$ cat src/rtl/hazard_ctrl_pkg.sv
// Shared types and helpers for the hazard_ctrl pipeline-control block.
package hazard_ctrl_pkg;

  typedef enum logic [1:0] {
    RUN  = 2'd0,
    MISS = 2'd1,
    MUL  = 2'd2
  } state_e;

  localparam logic [4:0] REG_ZERO = 5'd0;

  // Width of the multiply hold counter; never narrower than one bit so that
  // MUL_LAT of 1 or 2 still yields a legal vector.
  function automatic int mul_cnt_w(input int mul_lat);
    return (mul_lat > 2) ? $clog2(mul_lat) : 1;
  endfunction

endpackage

$ cat src/rtl/hz_mul_timer.sv
// Multiply hold timer: loads MUL_LAT-2, counts down while enabled, freezes
// otherwise. done flags the final (non-hold) cycle of the multiply in EX.
module hz_mul_timer
  import hazard_ctrl_pkg::*;
#(
  parameter int MUL_LAT = 3
) (
  input  logic clk,
  input  logic rst_n,
  input  logic load,
  input  logic dec_en,
  output logic done
);

  localparam int CW    = mul_cnt_w(MUL_LAT);
  localparam int LOADV = (MUL_LAT > 1) ? MUL_LAT - 2 : 0;

  logic [CW-1:0] cnt_q;

  // Counter register: load has priority, decrement only while enabled and nonzero
  always_ff @(posedge clk or negedge rst_n) begin
    if (!rst_n) begin
      cnt_q <= '0;
    end else if (load) begin
      cnt_q <= CW'(LOADV);
    end else if (dec_en && (cnt_q != '0)) begin
      cnt_q <= cnt_q - CW'(1);
    end
  end

  assign done = (cnt_q == '0);

endmodule

$ cat src/rtl/hazard_ctrl.sv
// Pipeline hazard controller: load-use stalls, data-memory miss freezes,
// multi-cycle multiply holds and redirect-flush qualification.
// Optional performance counters are built when HAZ_PERF_CNT_EN is defined;
// otherwise the perf_* ports are tied to zero.
module hazard_ctrl
  import hazard_ctrl_pkg::*;
#(
  parameter int MUL_LAT = 3,
  parameter int CNT_W   = 32
) (
  input  logic             clk,
  input  logic             rst_n,
  input  logic [4:0]       D_rs1,
  input  logic [4:0]       D_rs2,
  input  logic             D_use_rs1,
  input  logic             D_use_rs2,
  input  logic [4:0]       EX_rd,
  input  logic             EX_ld,
  input  logic             EX_we,
  input  logic             EX_mul,
  input  logic             EX_taken,
  input  logic             dmem_miss,
  input  logic             dmem_ready,
  output logic             stall_F,
  output logic             stall_D,
  output logic             MEM_stall,
  output logic             EX_bubble,
  output logic             EX_flush,
  output logic             mul_busy,
  output logic [CNT_W-1:0] perf_miss_cyc,
  output logic [CNT_W-1:0] perf_mul_cyc,
  output logic [CNT_W-1:0] perf_lu_bub,
  output logic [CNT_W-1:0] perf_flush
);

  localparam bit MUL_MULTI = (MUL_LAT > 1);

  state_e state_q, state_d;
  logic   lu;
  logic   miss_stall;
  logic   mul_load;
  logic   mul_hold;
  logic   mul_dec;
  logic   mul_done;

  // Ungated control decisions; the reset gate is applied only at the ports
  logic   stall_f_i, stall_d_i, mem_stall_i, ex_bubble_i, ex_flush_i, mul_busy_i;

  assign lu = EX_ld && EX_we && (EX_rd != REG_ZERO) &&
              ((D_use_rs1 && (D_rs1 == EX_rd)) || (D_use_rs2 && (D_rs2 == EX_rd)));

  // A miss that completes in the same RUN cycle is a hit-under-miss and never stalls
  assign miss_stall = (dmem_miss && !((state_q == RUN) && dmem_ready)) ||
                      ((state_q == MISS) && !dmem_ready);

  assign mul_load = (state_q == RUN) && EX_mul && !miss_stall && MUL_MULTI;
  // The last cycle of a multiply in EX (counter at zero) is not held
  assign mul_hold = mul_load || ((state_q == MUL) && !mul_done);
  assign mul_dec  = (state_q == MUL) && !miss_stall;

  hz_mul_timer #(
    .MUL_LAT (MUL_LAT)
  ) u_timer (
    .clk    (clk),
    .rst_n  (rst_n),
    .load   (mul_load),
    .dec_en (mul_dec),
    .done   (mul_done)
  );

  // State register
  always_ff @(posedge clk or negedge rst_n) begin
    if (!rst_n) begin
      state_q <= RUN;
    end else begin
      state_q <= state_d;
    end
  end

  // Next-state logic; a miss during MUL keeps the FSM in MUL with the timer frozen
  always_comb begin
    state_d = state_q;
    case (state_q)
      RUN: begin
        if (miss_stall)    state_d = MISS;
        else if (mul_load) state_d = MUL;
      end
      MISS: begin
        if (dmem_ready) state_d = RUN;
      end
      MUL: begin
        if (!miss_stall && mul_done) state_d = RUN;
      end
      default: state_d = RUN;
    endcase
  end

  // Output priority: miss freeze, then multiply hold, then redirect, then load-use
  always_comb begin
    stall_f_i   = 1'b0;
    stall_d_i   = 1'b0;
    mem_stall_i = 1'b0;
    ex_bubble_i = 1'b0;
    ex_flush_i  = 1'b0;
    mul_busy_i  = 1'b0;
    if (miss_stall) begin
      mem_stall_i = 1'b1;
      stall_f_i   = 1'b1;
    end else if (mul_hold) begin
      mem_stall_i = 1'b1;
      stall_f_i   = 1'b1;
      ex_bubble_i = 1'b1;
      mul_busy_i  = 1'b1;
    end else if (EX_taken) begin
      ex_flush_i  = 1'b1;
    end else if (lu) begin
      stall_d_i   = 1'b1;
      stall_f_i   = 1'b1;
    end
  end

  assign stall_F   = rst_n & stall_f_i;
  assign stall_D   = rst_n & stall_d_i;
  assign MEM_stall = rst_n & mem_stall_i;
  assign EX_bubble = rst_n & ex_bubble_i;
  assign EX_flush  = rst_n & ex_flush_i;
  assign mul_busy  = rst_n & mul_busy_i;

`ifdef HAZ_PERF_CNT_EN
  logic [CNT_W-1:0] miss_cyc_q, mul_cyc_q, lu_bub_q, flush_q;

  function automatic logic [CNT_W-1:0] sat_inc(input logic [CNT_W-1:0] v,
                                               input logic             en);
    return (en && (v != '1)) ? v + CNT_W'(1) : v;
  endfunction

  // Saturating event counters
  always_ff @(posedge clk or negedge rst_n) begin
    if (!rst_n) begin
      miss_cyc_q <= '0;
      mul_cyc_q  <= '0;
      lu_bub_q   <= '0;
      flush_q    <= '0;
    end else begin
      miss_cyc_q <= sat_inc(miss_cyc_q, miss_stall);
      mul_cyc_q  <= sat_inc(mul_cyc_q,  mul_busy_i);
      lu_bub_q   <= sat_inc(lu_bub_q,   stall_d_i);
      flush_q    <= sat_inc(flush_q,    ex_flush_i);
    end
  end

  assign perf_miss_cyc = miss_cyc_q;
  assign perf_mul_cyc  = mul_cyc_q;
  assign perf_lu_bub   = lu_bub_q;
  assign perf_flush    = flush_q;
`else
  assign perf_miss_cyc = '0;
  assign perf_mul_cyc  = '0;
  assign perf_lu_bub   = '0;
  assign perf_flush    = '0;
`endif

endmodule
$ cat config.mk
export PLATFORM = sky130hd
export DESIGN_NAME = hazard_ctrl
export DESIGN_NICKNAME = d
export VERILOG_FILES = /design/src/rtl/hazard_ctrl_pkg.sv /design/src/rtl/hz_mul_timer.sv /design/src/rtl/hazard_ctrl.sv
export SDC_FILE = /design/constraint.sdc
export NUM_CORES = 1
export LEC_CHECK = 0
export CORE_ASPECT_RATIO = 1.75
export CORE_MARGIN = 2
export CORE_UTILIZATION = 29
export DETAILED_ROUTE_END_ITERATION = 10
export PLACE_DENSITY = 0.83
export SYNTH_ARGS = -nofsm -noshare
export SYNTH_HDL_FRONTEND = slang
export SYNTH_HIERARCHICAL = 1
export SYNTH_SLANG_ARGS = --single-unit
$ cat constraint.sdc
create_clock -name clk -period 1.6 [get_ports clk]
set_input_delay 0.24 -clock clk [delete_from_list [all_inputs] [get_ports clk]]
set_output_delay 0.24 -clock clk [all_outputs]
set_load 0.02 [all_outputs]
# [Word-level counts from Yosys, hierarchy flattened]
# Index checks and enable logic that the tools add are counted.
[totals] wordCells=61 ff_bits=4 output_inout_bits=134
[op_classes] n_addsub=1 n_reduce_logical=27 muxes=19 bitwise=5 eq_ne=7
[ops] operator="$logic_and A1 B1 Y1" count=14
[ops] operator="$mux W1" count=12
[ops] operator="$mux W2" count=6
[ops] operator="$eq A5 B5 Y1" count=2
[ops] operator="$pmux W2 S3" count=1
[ops] operator="$and A1 B1 Y1" count=5
[ops] operator="$reduce_bool A5 Y1" count=1
[ops] operator="$logic_not A1 Y1" count=4
[ops] operator="$logic_not A2 Y1" count=2
[ops] operator="$reduce_bool A2 Y1" count=2
[ops] operator="$logic_or A1 B1 Y1" count=3
[ops] operator="$ne A3 B3 Y1 const B" count=1
[ops] operator="$reduce_and A3 Y1" count=1
[ops] operator="$eq A2 B1 Y1 const B" count=1
[ops] operator="$eq A2 B2 Y1 const B" count=1
[ops] operator="$ne A2 B1 Y1 const B" count=1
[ops] operator="$ne A2 B2 Y1 const B" count=1
[ops] operator="$sub A2 B1 Y2 const B" count=1

# [Depth between registers and ports, before layout]
# Gate-level depths: netlist of run 1.
[logic_depth] word_depth=11 mapped_depth=6 mapped_depth_nobuf=6

# [Hierarchy]
# The synthesis of run 1 kept the hierarchy.
[modules_own_cells] mod="hazard_ctrl" n_inst=1 cells_each=176 area_per_inst_um2=1323.8
[modules_own_cells] mod="hz_mul_timer" n_inst=1 cells_each=11 area_per_inst_um2=116.4

# [Worst setup path after synthesis of run 1]
# No wires, ideal clock.
[synth_timing] kind="reg2out" from="register u_timer.cnt_q[0]" to="output mul_busy" arrival_ps=1615 stages_incl_launch_ff=6 slack_ps=-255 path_buffers=1 cell_sequence="dfrtp_1 > inv_1 > ha_1 > o21a_1 > nor3b_1 > buf_4"
[synth_between] elab_chain_len=7
[synth_lines] element="from (decl)" line_no="hz_mul_timer.sv:18" source="logic [CW-1:0] cnt_q;"
[synth_lines] element="from (signal assigned)" line_no="hz_mul_timer.sv:25" source="cnt_q <= CW'(LOADV);"
[synth_lines] element="from (signal assigned)" line_no="hz_mul_timer.sv:27" source="cnt_q <= cnt_q - CW'(1);"
[synth_lines] element="$logic_not A2 Y1" line_no="hz_mul_timer.sv:31" source="assign done = (cnt_q == '0);"
[synth_lines] element="named net mul_done" line_no="hazard_ctrl.sv:44" source="logic mul_done;"
[synth_lines] element="$logic_not A1 Y1" line_no="hazard_ctrl.sv:58" source="assign mul_hold = mul_load || ((state_q == MUL) && !mul_done);"
[synth_lines] element="$logic_and A1 B1 Y1" line_no="hazard_ctrl.sv:58"
[synth_lines] element="$logic_or A1 B1 Y1" line_no="hazard_ctrl.sv:58"
[synth_lines] element="$mux W1 (2 in series)"
[synth_lines] element="$and A1 B1 Y1"
[synth_lines] element="to (decl)" line_no="hazard_ctrl.sv:29" source="output logic mul_busy,"
# The timed path passes the listed nets, and every way through them passes these cells.

# [Worst setup path in the final report of run 1]
[layout_timing] from="input EX_rd[4]" to="output stall_D"
[layout_between] elab_chain_len=9
[layout_lines] element="from (decl)" line_no="hazard_ctrl.sv:17" source="input logic [4:0] EX_rd,"
[layout_lines] element="$eq A5 B5 Y1" line_no="hazard_ctrl.sv:50" source="((D_use_rs1 && (D_rs1 == EX_rd)) || (D_use_rs2 && (D_rs2 == EX_rd)));"
[layout_lines] element="$logic_and A1 B1 Y1" line_no="hazard_ctrl.sv:50"
[layout_lines] element="$logic_or A1 B1 Y1" line_no="hazard_ctrl.sv:50"
[layout_lines] element="$logic_and A1 B1 Y1 *" line_no="hazard_ctrl.sv:49" source="assign lu = EX_ld && EX_we && (EX_rd != REG_ZERO) &&"
[layout_lines] element="$mux W1 *" line_no="hazard_ctrl.sv:116" source="end else if (lu) begin"
[layout_lines] element="$mux W1 *" line_no="hazard_ctrl.sv:114" source="end else if (EX_taken) begin"
[layout_lines] element="$mux W1 *" line_no="hazard_ctrl.sv:109" source="end else if (mul_hold) begin"
[layout_lines] element="$mux W1 *" line_no="hazard_ctrl.sv:106" source="if (miss_stall) begin"
[layout_lines] element="$and A1 B1 Y1 *" line_no="hazard_ctrl.sv:123" source="assign stall_D = rst_n & stall_d_i;"
[layout_lines] element="to (decl)" line_no="hazard_ctrl.sv:25" source="output logic stall_D,"
# Every way passes the cells marked *; elsewhere a longest branch is shown, timed or not.

==> results of run 1 <==
==> layer usage <==
metal,GRT usage [%],vias up,routed length (microns)
met1,5.70,419,574
met2,15.4,122,1280
met3,3.33,0,470
met5,0,-,0
met4,2.33,0,0
li1,-,426,-
==> what timing repair did <==
| item | CTS | global route |
|---|---|---|
| endpoints found under the setup margin | 7 | 7 |
| buffers inserted | 2 | 0 |
| endpoints found under the hold margin | 0 | 0 |
| pin swaps | 9 | 3 |
| resized for setup | 60 | 6 |
| hold buffers | 0 | 0 |
==> synthesized netlist by cell type <==
master     number  area share [%]
buf_4         129              67
xor2_1          8             4.9
nor2_1          6             1.6
dfrtp_1         4             7.0
inv_1           4             1.0
nand2_1         3            0.78
o21ai_0         3             1.0
a21oi_1         2            0.70
and2_1          2            0.87
nor2b_1         2            0.87
nor4_1          2            0.87
o21a_1          2             1.0
xnor2_1         2             1.2
a2111oi_4       1             1.9
a32oi_1         1            0.61
and2b_2         1            0.61
and4b_1         1            0.70
conb_1          1            0.26
ha_1            1            0.87
inv_2           1            0.26
mux2i_1         1            0.70
nand2b_1        1            0.43
nand3_1         1            0.35
nor2_2          1            0.43
nor3_1          1            0.35
nor3b_1         1            0.52
o21ai_2         1            0.61
o2bb2ai_1       1            0.61
o31ai_1         1            0.52
or4_1           1            0.52
or4b_1          1            0.70
==> sequential cells by signal, indices dropped and copies added, names as in the netlist <==
| register | flops |
|---|---|
| state_q | 2 |
| u_timer/cnt_q | 2 |
==> worst min path at each step <==
stage	end	slack [ps]	cells past startpoint
after floorplan	state_q[0]$_DFFE_PN0P_	-60	0
after global placement	u_timer/cnt_q[1]$_DFFE_PN0P_	610	3
after detailed placement	u_timer/cnt_q[0]$_DFFE_PN0P_	610	2
after CTS	u_timer/cnt_q[0]$_DFFE_PN0P_	390	2
after global routing	state_q[0]$_DFFE_PN0P_	400	2
final	u_timer/cnt_q[1]$_DFFE_PN0P_	370	2
==> worst max-delay path, delay by kind of cell <==
family / cells / cell delay, ps
compound gates: 1 / 150
xor+xnor: 1 / 200
buf+inv: 2 / 430
simple gates: 2 / 530
==> report_power, final <==
group / internal (mW) / total [mW] / switching (mW)
Combinational: 0.347 / 0.886 / 0.539
Clock: 0.160 / 0.210 / 0.0496
Sequential: 0.141 / 0.190 / 0.0483
Total: 0.649 / 1.29 / 0.637
==> stage by stage <==
stage          hold WS, ps  instance area, sq um
2_1_floorplan        -55.6                  1930
5_1_grt                405                  1530
6_report               370                  1530
4_1_cts                389                  1510
3_3_place_gp           609                  1420
3_5_place_dp           609                  1420
==> layout make-up <==
cell class	count	area [sq um]	area share [%]
multi-input combinational	176	897	58.6
timing repair buffer	45	403	26.3
sequential	4	103	6.70
tap	54	67.6	4.42
clock buffer	3	41.3	2.70
inverter	5	18.8	1.23
==> kinds of logic after synthesis <==
family,synth area share (%)
AND/OR/NAND/NOR,9.56
other,0.260
buffers and inverters,68.5
AO/OA/AOI/OAI,7.04
multiplexers,0.695
flip-flops,6.95
XOR/XNOR,6.08
adder cells (fa/ha/maj),0.869
==> results.toml, run 1 <==
[synth]
synthesis.instances = 187
yosysUniqueCellTypes = 31
ys_seq_area_share_pct = 6.95
synth_area_per_cell_sq_um = 7.70
syn-cell-area_sq_mm = 0.00144
yosysWarningCount = 6
ys_ff_latch = 4

[placement]
place_hpwl_mm = 2.04
port_buffers = 30
dp_slack_ps = -900
place_inst = 282
place_congestion = 0.718

[clocking]
cts_tree = "yes"
clk_latency_ps = 210
clk_pin_slew_ps = 30
cts_sinks = 4
clockRootBuffer = "clkbuf_8"
cts_max_level = 1
clock_path_buffers = 2
cts_made_buffers = 3

[setup_path]
regToRegSetupSlack_ps = 120
r2r-start = "state_q[0]$_DFFE_PN0P_"
cp.required_ps = 1360
path_max_fanout = 3
cp.arrival_ps = 1550
endpoint = "stall_D"
r2r-end = "u_timer/cnt_q[1]$_DFFE_PN0P_"
critPathCaptureType = "output pin"
cp_slowest_stage_delay_ps = 320
startpoint = "EX_rd[4]"
critical_path.slowest_cell = "nor4_2"
r2r_cells = 6
critPathKind = "in -> out"
start_kind = "input port"
path_cells = "dlygate4sd2_1, xor2_1, nor4_2, a32oi_2, nor3_4, buf_6"

[job]
maxCapViolCount = 0

[power]
power_density_mw_per_mm2 = 840
p_leak_nw = 0.865
power_mw = 1.29
ir_drop_mv = 0.649

[routing]
dr.first_iter.drc_count = 13
ant_nets = 0
vias_per_cell = 3.37
dr.pass1.iters = 4
wl_per_cell_microns = 8.09
wirelength_mm = 2.32
drc = 0
vias = 967

[global_route]
grt_pass1_wl_mm = 3.22
overflow = 0
grt_max_degree = 9
grt_usage_pct = 7.49
antenna_found_initial = 0
grt_pass1_vias = 745

[floorplanning]
die_w_microns = 57.3
ios = 159
die-area_sq_mm = 0.00557
start_util_pct = 29.4
rows = 34
fp.dieH_microns = 97.2
core_sq_mm = 0.00489

[sta]
post-route-period-util_pct = 112
setup_ws_ps = -193
clock-skew-final_ps = 1.05
hold_violations = 0
max_freq_mhz = 558
fin_setup_tns_ps = -879
setup_viol = 6
drv_slew = 0
fin_crit_ps = 1790
rsz0062_at_grt = "true"

[cells_and_area]
fill_cells = 518
syn_to_final_growth_pct = 6.26
finalNonFillerCells = 287
finalNetCount = 261
fin_util_pct = 31.3
antenna_cells = 0
final_common_cell = "conb_1"
layout_common_cells = "128 x conb_1, 16 x buf_4, 12 x dlygate4sd2_1"
drive_gt1_share_pct = 18.5

[run_status]
status = "finished with violations"
failed_checks = "negative setup slack"

[hold_path]
hold_path_class = "in -> async"
No activity file was read; power rests on OpenSTA's default activity.
==> inputs of run 2 (changes only) <==
Settings changed: ABC_CLOCK_PERIOD_IN_PS set to 1600, CAP_MARGIN set to 25.
==> results of run 2 <==
Final layout, timing and power as in run 1 (identical DEF).
==> inputs of run 3 (changes only) <==
Settings changed: SKIP_LAST_GASP set to 1.
==> run 3 against run 2 <==
The flow still finishes with violations (negative setup slack); routed wire length grew 0.34%; utilization shrank 0.051 points; count of clock-buffer cells in the layout is the same; critical path type unchanged; critical endpoint unchanged; power is essentially flat; non-clock buffer count is the same.
==> results.toml, run 3 (synthesized netlist as in run 1, its figures left out) <==
[routing]
wirelength_mm = 2.33
ant_nets = 0
drc = 0
wl_per_cell_microns = 8.12
vias_per_cell = 3.36
vias = 965
dr.first_iter.drc_count = 13
dr.pass1.iters = 4

[cells_and_area]
final_common_cell = "conb_1"
stdcell_area_sq_mm = 0.00153
antenna_cells = 0
fill_cells = 520
finalNetCount = 261
drive_gt1_share_pct = 18.0
layout_common_cells = "128 x conb_1, 16 x buf_4, 13 x dlygate4sd2_1"
largestRegisters = "state_q: 2 flops, u_timer/cnt_q: 2 flops"
syn_to_final_growth_pct = 6.08

[setup_path]
critPathBufInv = 2
startpoint = "EX_rd[4]"
endpoint = "stall_D"
critPathCaptureType = "output pin"
cp.required_ps = 1360
critical_path.slowest_cell = "nor4_2"
start_kind = "input port"
critPathKind = "in -> out"
cp_slowest_stage_delay_ps = 320
crit_cells = 6
regToRegSetupSlack_ps = 120
path_max_fanout = 3
r2r_cells = 6
r2r-start = "state_q[0]$_DFFE_PN0P_"
cp_top_family = "simple AND/OR/NAND/NOR gates"
r2r-end = "u_timer/cnt_q[1]$_DFFE_PN0P_"
path_cells = "dlygate4sd2_1, xor2_1, nor4_2, a32oi_2, nor3_4, buf_6"
cp.arrival_ps = 1560

[floorplanning]
die-area_sq_mm = 0.00557
core_sq_mm = 0.00489
die_w_microns = 57.3
ios = 159
fp.dieH_microns = 97.2
rows = 34
start_util_pct = 29.4

[sta]
post-route-period-util_pct = 112
fin_crit_ps = 1800
max_freq_mhz = 556
setup_ws_ps = -199
setup_viol = 6
clock-skew-final_ps = 1.05
hold_violations = 0
fin_setup_tns_ps = -892
hold_ws_ps = 370
drv_slew = 0
rsz0062_at_grt = "true"

[power]
ir_drop_mv = 0.649
switching_power_mw = 0.637
power.share.sequential_pct = 14.8
p_leak_nw = 0.865
pwr-share-comb_pct = 68.9
sw_frac_of_total_pct = 49.6
pwr-share-clk_pct = 16.3
power_density_mw_per_mm2 = 841
p_int_mw = 0.648

[global_route]
overflow = 0
grt_max_degree = 9
grt_pass1_vias = 745
grt_usage_pct = 7.49
antenna_found_initial = 0
grt_pass1_wl_mm = 3.22

[placement]
dp_slack_ps = -900
place_hpwl_mm = 2.04
post_dp_cell_area_sq_mm = 0.00142
port_buffers = 30
place_congestion = 0.718

[clocking]
clk_pin_slew_ps = 30
clk_latency_ps = 210
cts_sinks = 4
clock_path_buffers = 2
cts_made_buffers = 3
clockRootBuffer = "clkbuf_8"
cts_tree = "yes"
cts_max_level = 1

[run_status]
failed_checks = "negative setup slack"
status = "finished with violations"

[job]
maxCapViolCount = 0

[hold_path]
hold_path_class = "in -> async"
[run 3: repair_timing]
action                                  CTS  global route
pin swaps                                 9             3
endpoints found under the setup margin    7             7
gates resized for setup                  58             6
hold buffers                              0             0
buffers inserted                          2             0
[run 3: area by class of cell]
| type | count | area, sq um | share of cell area (%) |
|---|---|---|---|
| Multi-Input combinational cell | 176 | 897 | 58.7 |
| Timing Repair Buffer | 45 | 400 | 26.2 |
| Sequential cell | 4 | 103 | 6.72 |
| Tap cell | 54 | 67.6 | 4.42 |
| Clock buffer | 3 | 41.3 | 2.70 |
| Inverter | 5 | 18.8 | 1.23 |
[run 3: power groups by stage]
stage / logic [mW] / registers, mW / clock network [mW]
after floorplan: 0.773 / 0.174 / 0
after global routing: 0.966 / 0.194 / 0.233
final: 0.886 / 0.190 / 0.210
after global placement: 0.797 / 0.182 / 0
after CTS: 0.875 / 0.185 / 0.217
after detailed placement: 0.808 / 0.183 / 0
[run 3: layer usage]
metal,track usage (%),routed length (microns),up-vias
met1,5.70,579,417
li1,-,-,426
met2,15.4,1280,122
met5,0,0,-
met4,2.33,0,0
met3,3.33,471,0
[run 3: how the worst min path moves through the flow]
stage	cells after the start	endpoint	slack, ps
finish	2	u_timer/cnt_q[1]$_DFFE_PN0P_	370
global route	2	state_q[0]$_DFFE_PN0P_	400
CTS	2	u_timer/cnt_q[0]$_DFFE_PN0P_	390
detailed placement	2	u_timer/cnt_q[0]$_DFFE_PN0P_	610
global placement	3	u_timer/cnt_q[1]$_DFFE_PN0P_	610
floorplan	0	state_q[0]$_DFFE_PN0P_	-60
[run 3: stage by stage]
stage               instances  utilization [%]  total power [mW]
detailed placement        282             29.1             0.991
global route              287             31.2              1.39
floorplan                 314                -             0.947
global placement          282             29.1             0.979
CTS                       287             30.8              1.28
finish                    287             31.2              1.29
==> RTL change 1 (flow settings as in run 3) <==
Change the package constant `REG_ZERO` from 5'd0 to 5'd1.
--- a/src/rtl/hazard_ctrl_pkg.sv
+++ b/src/rtl/hazard_ctrl_pkg.sv
@@ -7,7 +7,7 @@
     MUL  = 2'd2
   } state_e;
 
-  localparam logic [4:0] REG_ZERO = 5'd0;
+  localparam logic [4:0] REG_ZERO = 5'd1;
 
   // Width of the multiply hold counter; never narrower than one bit so that
   // MUL_LAT of 1 or 2 still yields a legal vector.
Function: changed (Yosys sat finds a counterexample within 4 cycles, from zero or initial values and one cycle with rst_n low).
==> RTL change 1 against run 3 <==
The flow still finishes with violations (setup timing). Sequential cell count is the same. Cell count is the same. Register-to-register slack lost 70 ps. Via count shrank 0.52%. Synthesized area grew 0.17%. Cell area grew 4.2%. Sequential share of layout area shrank 0.27 points. Power grew 9.1%. Worst setup slack gained 22 ps. Wire length grew 8.5%. Critical path type is now reg -> out. Critical endpoint unchanged. Highest routed layer is now met4.
==> RTL change 1: results (changes against run 3) <==
Mux contribution to synthesized area: 0.6938% (-0.0012 points)
Layout filler cell count: 515 (-0.96%)
Post-synth ARST share: 100.0% (unchanged)
Setup Total Neg Slack: -706.3 ps (+185.4 ps)
Final setup fails: 5 (-1)
Final std cells w/o fill: 287 (unchanged)
RePlAce Congestion: 0.6473 (-9.9%)
Pre-antenna DRT Iters: 3 (-1)
Initial DRC Count: 20 (+7)
Via Count: 960 (-0.52%)
Placed cell area: 0.001419 mm² (-0.35%)
Detailed placement HPWL: 2132 µm (+4.3%)
Maximum VDD drop: 0.8424 mV (+30%)
Critical Path Start: u_timer/cnt_q[1]
Post-Synth XOR/XNOR Area: 6.071% (-0.011 points)
Slowest CP cell: dfrtp_1
Uppermost routed layer: met4
Arrival @ worst endpoint: 1540 ps (-20 ps)
Met1 Wirelength: 624 µm (+7.8%)
CTS-repair resized insts: 48 (-17%)
WL/cell: 8.815 µm (+8.5%)
WL met3: 431 µm (-8.5%)
Skew final: 2.468 ps (+1.420 ps)
CP max stage delay: 360 ps (+40 ps)
Flop-to-flop setup slack: 50 ps (-70 ps)
PwrDens: 880.9 mW/mm² (+4.7%)
Leakage power: 0.0008951 µW (+3.5%)
Status: complete, but fails checks
Setup bufs post-CTS: 1 (-1)
Pin count of the biggest net entering global routing: 9 (unchanged)
Synth Area in Compound Gates: 7.025% (-0.012 points)
Setup ws final: -177.0 ps (+21.68 ps)
GRT Resource Usage Total: 7.700% (+0.21 points)
Worst reg2reg endpoint: u_timer/cnt_q[1]
Commonest cells post-synth: 129 x buf_4, 8 x xor2_1, 6 x nor2_1
Hold_ws: 379.7 ps (+9.868 ps)
Synth area leaders: buf_4 67%, dfrtp_1 6.9%, xor2_1 4.9%
Vias in the first global route: 741 (-0.54%)
Max-cap viol count: 0 (unchanged)
Sequential area share after synthesis: 6.938% (-0.012 points)
Layout cell share with drive strength beyond 1: 21.46% (+3.4 points)
Pre-CTS WS: -874.2 ps (+26.10 ps)
Post-Synth Adder-Cell Area: 0.8673% (-0.0015 points)
Wire length on met2: 1457 µm (+14%)
Htree depth: 1 (unchanged)
Placed cells: 281 (-0.35%)
Global-route wire length before repair: 3243 µm (+0.87%)
R2R cell count: 7 (+1)
Failing checks: setup timing
RTL change 1: report_power, final:
part	internal (µW)	switching, µW	total [µW]
combinational	404	586	990
clock	161	56.1	217
sequential	141	53.4	195
RTL change 1: per-layer routing:
| metal | vias up | GRT usage [%] |
|---|---|---|
| met5 | - | 0 |
| met4 | 0 | 3.757 |
| met3 | 2 | 1.598 |
| met2 | 119 | 15.83 |
| met1 | 414 | 6.357 |
| li1 | 425 | - |
RTL change 1: worst max-delay path: cells and delay by family (launching register included):
kind,cells,cell delay [ps]
flip-flops,1,360
buffers and inverters,3,350
AO/OA/AOI/OAI,2,240
AND/OR/NAND/NOR,2,230
adder cells (fa/ha/maj),1,140
RTL change 1: cell type report:
cell class	instances	share of cell area, %
multi-input cells	176	58.88
clock buffers	3	2.594
inverters	5	1.336
well taps	54	4.245
repair buffers	45	26.49
flip-flops and latches	4	6.447
==> RTL change 2 (settings of run 3) <==
Without the edit above. Re-encode `state_e` (3 states) as one-hot, 3 bits wide.
--- a/src/rtl/hazard_ctrl_pkg.sv
+++ b/src/rtl/hazard_ctrl_pkg.sv
@@ -1,10 +1,10 @@
 // Shared types and helpers for the hazard_ctrl pipeline-control block.
 package hazard_ctrl_pkg;
 
-  typedef enum logic [1:0] {
-    RUN  = 2'd0,
-    MISS = 2'd1,
-    MUL  = 2'd2
+  typedef enum logic [2:0] {
+    RUN  = 3'b001,
+    MISS = 3'b010,
+    MUL  = 3'b100
   } state_e;
 
   localparam logic [4:0] REG_ZERO = 5'd0;
Check against the original RTL: no difference found for any inputs over 10 cycles, from zero or initial values and one cycle with rst_n low; not proved beyond that.
==> RTL change 2 against run 3 <==
Cell area is 10% higher. Critical endpoint is now MEM_stall. Sequential cell count rose by 1. Critical path type is now reg -> out. Power increased by 24%. Global-route usage is 0.82 points higher. Worst setup slack got worse by 210 ps. The run still ends with setup timing left. Maximum frequency decreased by 10%. Wire length rose by 17%. Register-to-register slack lost 230 ps. Synthesized area increased by 6.7%. Cell count rose by 4.9%.
==> RTL change 2: results (changes against run 3) <==
Invs w/o clock: 3 (-2)
P_sw: 751.9 µW (+18%)
Layout cell share with drive strength beyond 1: 21.14% (+3.1 points)
Synth area leaders: buf_4 63%, dfrtp_1 6.5%, xor2_1 4.6%
Final std cells w/o fill: 301 (+4.9%)
Global-route met2 utilization: 16.67% (+1.3 points)
Post-Synth Adder-Cell Area: 0.8143% (-0.054 points)
Synth unique cells: 41 (+32%)
Vias in the first global route: 786 (+5.5%)
Layout filler cell count: 534 (+2.7%)
Number of multi-input logic gates: 182 (+3.4%)
WL/cell: 9.023 µm (+11%)
Met1 Wirelength: 803 µm (+39%)
Startpoint types: flip-flop
Maximum VDD drop: 0.5638 mV (-13%)
Detailed placement HPWL: 2351 µm (+15%)
Setup ws final: -404.6 ps (-205.8 ps)
Seq cells: 5 (+1)
Sequential power share: 14.5% (-0.3 points)
Clock buffer cells: 4 (+1)
Final setup fails: 8 (+2)
Status: complete, but fails checks
Clk tree area frac: 2.673% (-0.030 points)
Uppermost routed layer: met4
Global-route wire length before repair: 3532 µm (+9.9%)
Sequential area share after synthesis: 8.225% (+1.3 points)
Leakage power: 0.0009038 µW (+4.5%)
Clock network power consumption: 244 µW (+16%)
Reg area: 127.6 µm² (+24%)
Failing checks: setup timing
Pre-CTS WS: -874.0 ps (+26.29 ps)
NonClk Buf Share: 27.77% (+1.6 points)
[RTL change 2: cell count changes after synthesis, sizes merged, moves of 2 or more]
cell           run 3  this run
nand3b             0         2
o21a               2         0
nor2               7         5
buf              129       131
inv                5         3
o21ai              4         2
nand2b             1         3
[RTL change 2: stage by stage]
stage | setup TNS [ps] | total power (µW) | hold WS [ps] | util (%)
after global routing | -2942 | 1699 | 400.4 | 32.62
after detailed placement | -5887 | 1246 | 624.5 | 30.51
after global placement | -5701 | 1218 | 597.7 | 30.51
after CTS | -2508 | 1579 | 383.4 | 32.16
final | -2392 | 1593 | 379.9 | 32.62
after floorplan | -432.1 | 1165 | -55.59 | -
[RTL change 2: what timing repair did]
| item | in CTS | in global routing |
|---|---|---|
| setup buffers | 3 | 0 |
| pin swaps | 5 | 2 |
| setup endpoints to repair | 8 | 9 |
| gates resized for setup | 43 | 6 |
[RTL change 2: critical path: cells and delay by family, from the launching register on]
family          cells  cell delay [ps]
compound gates      1               80
simple gates        2              350
buf+inv             2              270
mux                 1              250
flops               1              580
